File: src/rtl/drf_pkg.sv
// Shared constants and TX state encoding for the drf_system port agent.
package drf_pkg;
    localparam int NIBBLE_W   = 4;
    localparam int HOLD_CNT_W = 8;

    typedef enum logic {
        IDLE = 1'b0,
        HOLD = 1'b1
    } tx_state_e;
endpackage

File: src/rtl/drf_port_fifo.sv
// Small synchronous FIFO; a push into a full FIFO is accepted only when a pop
// frees the head slot in the same cycle.
module drf_port_fifo #(
    parameter int WIDTH = 4,
    parameter int DEPTH = 4
) (
    input  logic             clk,
    input  logic             rst_n,
    input  logic             push_i,
    input  logic [WIDTH-1:0] wdata_i,
    input  logic             pop_i,
    output logic [WIDTH-1:0] rdata_o,
    output logic             full_o,
    output logic             empty_o
);
    localparam int AW = $clog2(DEPTH);

    logic [AW:0]      wr_ptr_q, rd_ptr_q;
    logic [WIDTH-1:0] mem_q [DEPTH];
    logic             do_push, do_pop;

    // The extra MSB separates the wrapped-full case from empty.
    assign empty_o = (wr_ptr_q == rd_ptr_q);
    assign full_o  = (wr_ptr_q[AW] != rd_ptr_q[AW]) &&
                     (wr_ptr_q[AW-1:0] == rd_ptr_q[AW-1:0]);
    assign do_pop  = pop_i && !empty_o;
    assign do_push = push_i && (!full_o || do_pop);
    assign rdata_o = mem_q[rd_ptr_q[AW-1:0]];

    always_ff @(posedge clk or negedge rst_n) begin
        if (!rst_n) begin
            wr_ptr_q <= '0;
            rd_ptr_q <= '0;
        end else begin
            if (do_push) wr_ptr_q <= wr_ptr_q + 1'b1;
            if (do_pop)  rd_ptr_q <= rd_ptr_q + 1'b1;
        end
    end

    always_ff @(posedge clk) begin
        if (do_push) mem_q[wr_ptr_q[AW-1:0]] <= wdata_i;
    end
endmodule

File: src/rtl/drf_port_agent.sv
// Host-side agent for drf_system: paces host nibbles onto port_input and
// queues every distinct value seen on port_output for the host.
module drf_port_agent
    import drf_pkg::*;
#(
    parameter int HOLD_CYCLES = 4,
    parameter int FIFO_DEPTH  = 4
) (
    input  logic                clk,
    input  logic                rst_n,
    input  logic [NIBBLE_W-1:0] tx_data,
    input  logic                tx_valid,
    output logic                tx_ready,
    output logic [NIBBLE_W-1:0] port_input,
    input  logic [NIBBLE_W-1:0] port_output,
    output logic [NIBBLE_W-1:0] rx_data,
    output logic                rx_valid,
    input  logic                rx_ready,
    output logic                tx_busy,
    output logic                rx_overflow
);
    localparam logic [HOLD_CNT_W-1:0] HOLD_LOAD = HOLD_CNT_W'(HOLD_CYCLES - 1);

    tx_state_e             state_q, state_d;
    logic [HOLD_CNT_W-1:0] hold_q, hold_d;
    logic [NIBBLE_W-1:0]   port_input_q, port_input_d;
    logic [NIBBLE_W-1:0]   tx_rdata;
    logic                  tx_full, tx_empty, tx_push, tx_pop;

    logic [NIBBLE_W-1:0]   sync1_q, sync2_q, last_q;
    logic                  overflow_q;
    logic                  rx_full, rx_empty, rx_change, rx_pop, rx_drop;

    assign tx_ready    = !tx_full;
    assign tx_push     = tx_valid && tx_ready;
    assign tx_busy     = (state_q == HOLD);
    assign port_input  = port_input_q;

    drf_port_fifo #(.WIDTH(NIBBLE_W), .DEPTH(FIFO_DEPTH)) u_tx_fifo (
        .clk     (clk),
        .rst_n   (rst_n),
        .push_i  (tx_push),
        .wdata_i (tx_data),
        .pop_i   (tx_pop),
        .rdata_o (tx_rdata),
        .full_o  (tx_full),
        .empty_o (tx_empty)
    );

    // A one-cycle hold never needs HOLD: the IDLE pop cycle is the whole hold.
    always_comb begin
        state_d      = state_q;
        hold_d       = hold_q;
        port_input_d = port_input_q;
        tx_pop       = 1'b0;
        case (state_q)
            IDLE: begin
                if (!tx_empty) begin
                    tx_pop       = 1'b1;
                    port_input_d = tx_rdata;
                    hold_d       = HOLD_LOAD;
                    state_d      = (HOLD_CYCLES > 1) ? HOLD : IDLE;
                end
            end
            HOLD: begin
                hold_d = hold_q - 1'b1;
                if (hold_d == '0) state_d = IDLE;
            end
            default: state_d = IDLE;
        endcase
    end

    always_ff @(posedge clk or negedge rst_n) begin
        if (!rst_n) begin
            state_q      <= IDLE;
            hold_q       <= '0;
            port_input_q <= '0;
        end else begin
            state_q      <= state_d;
            hold_q       <= hold_d;
            port_input_q <= port_input_d;
        end
    end

    assign rx_valid    = !rx_empty;
    assign rx_pop      = rx_valid && rx_ready;
    assign rx_change   = (sync2_q != last_q);
    assign rx_drop     = rx_change && rx_full && !rx_pop;
    assign rx_overflow = overflow_q;

    drf_port_fifo #(.WIDTH(NIBBLE_W), .DEPTH(FIFO_DEPTH)) u_rx_fifo (
        .clk     (clk),
        .rst_n   (rst_n),
        .push_i  (rx_change),
        .wdata_i (sync2_q),
        .pop_i   (rx_pop),
        .rdata_o (rx_data),
        .full_o  (rx_full),
        .empty_o (rx_empty)
    );

    // last_q tracks every change, even dropped ones, so a value is never reported twice.
    always_ff @(posedge clk or negedge rst_n) begin
        if (!rst_n) begin
            sync1_q    <= '0;
            sync2_q    <= '0;
            last_q     <= '0;
            overflow_q <= 1'b0;
        end else begin
            sync1_q <= port_output;
            sync2_q <= sync1_q;
            if (rx_change) last_q <= sync2_q;
            if (rx_drop) overflow_q <= 1'b1;
        end
    end
endmodule

File: config.mk
export PLATFORM = sky130hd
export DESIGN_NAME = drf_port_agent
export DESIGN_NICKNAME = d
export VERILOG_FILES = /design/src/rtl/drf_pkg.sv /design/src/rtl/drf_port_fifo.sv /design/src/rtl/drf_port_agent.sv
export SDC_FILE = /design/constraint.sdc
export NUM_CORES = 1
export LEC_CHECK = 0
export CAP_MARGIN = 0
export CORE_UTILIZATION = 60
export DETAILED_ROUTE_END_ITERATION = 10
export PLACE_DENSITY = 0.93
export SLEW_MARGIN = 5
export SYNTH_ARGS = -nofsm -noshare
export SYNTH_HDL_FRONTEND = slang
export SYNTH_SLANG_ARGS = --single-unit
File: constraint.sdc
create_clock -name clk -period 4.9 [get_ports clk]
set_clock_uncertainty 0.05 [all_clocks]
set_input_delay 0.49 -clock clk [delete_from_list [all_inputs] [get_ports clk]]
set_output_delay 0.49 -clock clk [all_outputs]
set_load 0.03 [all_outputs]
==> summary.md <==
| Metric | Value |
|---|---|
| Worst VDD drop | 0.000477 V |
| Pwr/cell area | 678 nW/um2 |
| Number of synthesized register bits | 70 |
| Mapped Area | 2960 um2 |
| CP max FO | 7 |
| Leakage | approximately 0.0014 uW |
| Sequential share of the synthesized area | ~65% |
| Number of global-route vias before repair | 1,564 |
| Post-synth top flop | dfrtp_1 |
| Total GRT Usage | 19.7% |
| Hold_ws | 0.187 ns |
| Die area | 5210 um2 |
| R2r worst-path depth | 4 |
| ANT nets after route | 0 |
| Clock net sink count | 70 |
| Critical path cell sequence | xnor2_1, nand2_1, or2_2, clkdlybuf4s50_1 |
| Placed Instances | 272 |
| Routed WL per cell | approximately 16 um |
| Synth warn | 0 |
| Netlist cell types | 33 |
| Worst hold path class | in -> async |
| Clk root buf | clkbuf_8 |
| Synth Instances | 190 |
| Final WS setup | 2.20 ns |
| CP Launch Type | register |
| Synth Area per Inst | 15.6 um2 |
| Post-CTS Hold Fix Bufs | 0 |
| Min cycle time layout | 2.70 ns |
| Arrival @ worst endpoint | approximately 2.2 ns |
| Max-Cap Viols | 0 |
| PostCTS Resize Cnt | 0 |
| Top-area cell type share of the netlist area | 32.5% |
| Crit path largest cell delay | slightly below 0.6 ns |
| Post-synthesis net count | 214 |
| Final cell count without fillers | 288 |
| HPWL Detailed | 3.08 mm |
| CP endpoint kind | output port |
| Ports | 24 |
| PortBufs | 23 |
| GR Overflow Total | 0 |
| Clk buf depth | 2 |
| DRC errors left | 0 |
| Post-synth EDFFs | 32 |
| Max Slew Vio Count | 0 |
| Post-CTS Setup Inserts | 0 |
| Starting density of the core | a little over three fifths |
| Fmax | approximately 370 MHz |
| Clk slew on worst S/H paths | 0.08 ns |
| Share of cells above drive strength 1 | 17.2% |
| Top cells by count, synth | dfrtp_1, edfxtp_1, xnor2_1, nand2_1, ha_1 |
| Antenna cells | 0 |
| Worst slack, placed | 2.57 ns |
| Core area | between 4000 and 5000 um2 |
| Bufs and invs on worst path | 1 |
| Rows | 25 |
| Vias | 1,552 |
| Critical path type | reg -> out |
| Synth area leaders | edfxtp_1, dfrtp_1, mux4_2, ha_1, xnor2_1 |
| TritonCTS Buffers | 9 |
| Clock Latency Late Sink | 0.35 ns |
| Routability cong. | 0.784 |
| DRT iter0 DRCs | between 100 and 150 |
| Final setup fails | 0 |
| Largest delay share family, worst path | buffers and inverters |
| Overall power | about 2300 uW |
| Relative slew slack | 45.7% |
| Nets | 240 |
| Die Ht | about 72 um |
| DRT Wirelength | 4.47 mm |
| Drt via density | about 5.4 |
| Worst path depth | 4 |
| Period utilization | 55.1% |
| Die width | 72.2 um |
| Worst-margin pin slew | 0.815 ns |
| Post-route setup TNS | 0 ns |
| Slowest stage cell, crit path | clkdlybuf4s50_1 |
| Most common cell in the netlist | dfrtp_1 |
| Status | completed |
| Initial antenna violation count | 0 |
| Cell taking the most area after synthesis | edfxtp_1 |
| DRT Pass-1 Iters | 4 |
| CP required | approximately 4.4 ns |
| Layout area overhead | 16.5% |
| First-pass GRT wire length | 7.44 mm |
| Unrepaired setup endpoints after global routing | false |
| TritonCTS clock tree | yes |
| Ys async rst share | 54.3% |
| Largest net degree at the start of global routing | 39 |
| Final hold vios | 0 |
| Htree depth | 3 |
-- state kept, by name (all words and copies together) (netlist names) --
signal / count
u_tx_fifo.wr_ptr_q: 3
rx_overflow: 1
u_tx_fifo.mem_q: 16
tx_busy: 1
last_q: 4
sync1_q: 4
u_rx_fifo.wr_ptr_q: 3
u_rx_fifo.rd_ptr_q: 3
sync2_q: 4
u_rx_fifo.mem_q: 16
port_input: 4
u_tx_fifo.rd_ptr_q: 3
hold_q: 8
-- routing by layer --
metal	wire length, um	vias up	global-route usage [%]
met2	2280	28	31.4
li1	-	726	-
met5	0	-	0
met3	149	11	5.83
met1	1970	787	25.4
met4	65	0	8.71
-- power breakdown --
part	switching, uW	internal [uW]
logic	424	413
registers	179	818
clock network	217	286
total	820	1520
-- cells in the final DEF, fill, tap and decap left out, types with 3 or more instances in the layout --
master and instances:
mux2_2 7, o21ai_0 3, nor2_1 3, xnor2_1 15, edfxtp_1 32, inv_1 8
clkdlybuf4s50_1 22, nand2_1 14, xor2_1 7, clkbuf_8 9, mux2i_1 6, ha_1 12
dfrtp_1 38, and3_1 9, mux4_2 8
-- through the flow --
step | instance area, um2 | util, %
after floorplan | 2960 | -
after global routing | 3450 | 73.0
after global placement | 3230 | 68.4
after CTS | 3450 | 73.0
after detailed placement | 3230 | 68.4
final | 3450 | 73.0
-- logic make-up after synthesis --
logic type / after synthesis / share of synthesized area (%)
xor gates and xnor gates: 23 / 7.07
adders and majority gates: 12 / 5.08
buffers and inverters: 16 / 2.16
AOI/OAI and AO/OA: 8 / 2.20
and+or+nand+nor: 39 / 7.53
muxes: 22 / 11.3
DFF: 70 / 64.7
-- layout make-up --
cell class,instances,area (um2)
clock buffers,10,128
repair buffers,23,225
fillers,294,1280
clock inverters,6,86.3
multi-input cells,104,981
inverters,8,30.0
flip-flops and latches,70,1910
well taps,67,83.8
-- worst paths after layout --
path                                                   start                                 to  slack, ns
max                        u_rx_fifo.rd_ptr_q[0]$_DFFE_PN0P_                           rx_valid       2.20
min                                                    rst_n  u_rx_fifo.rd_ptr_q[0]$_DFFE_PN0P_       0.19
max reg2reg                u_tx_fifo.rd_ptr_q[1]$_DFFE_PN0P_  u_tx_fifo.wr_ptr_q[2]$_DFFE_PN0P_       3.12
min reg2reg                             sync1_q[2]$_DFF_PN0_               sync2_q[2]$_DFF_PN0_       0.29
max in group asynchronous                              rst_n              last_q[3]$_DFFE_PN0N_       4.09
min in group clk                        sync1_q[2]$_DFF_PN0_               sync2_q[2]$_DFF_PN0_       0.29
Power figures use the tool's default switching activity.
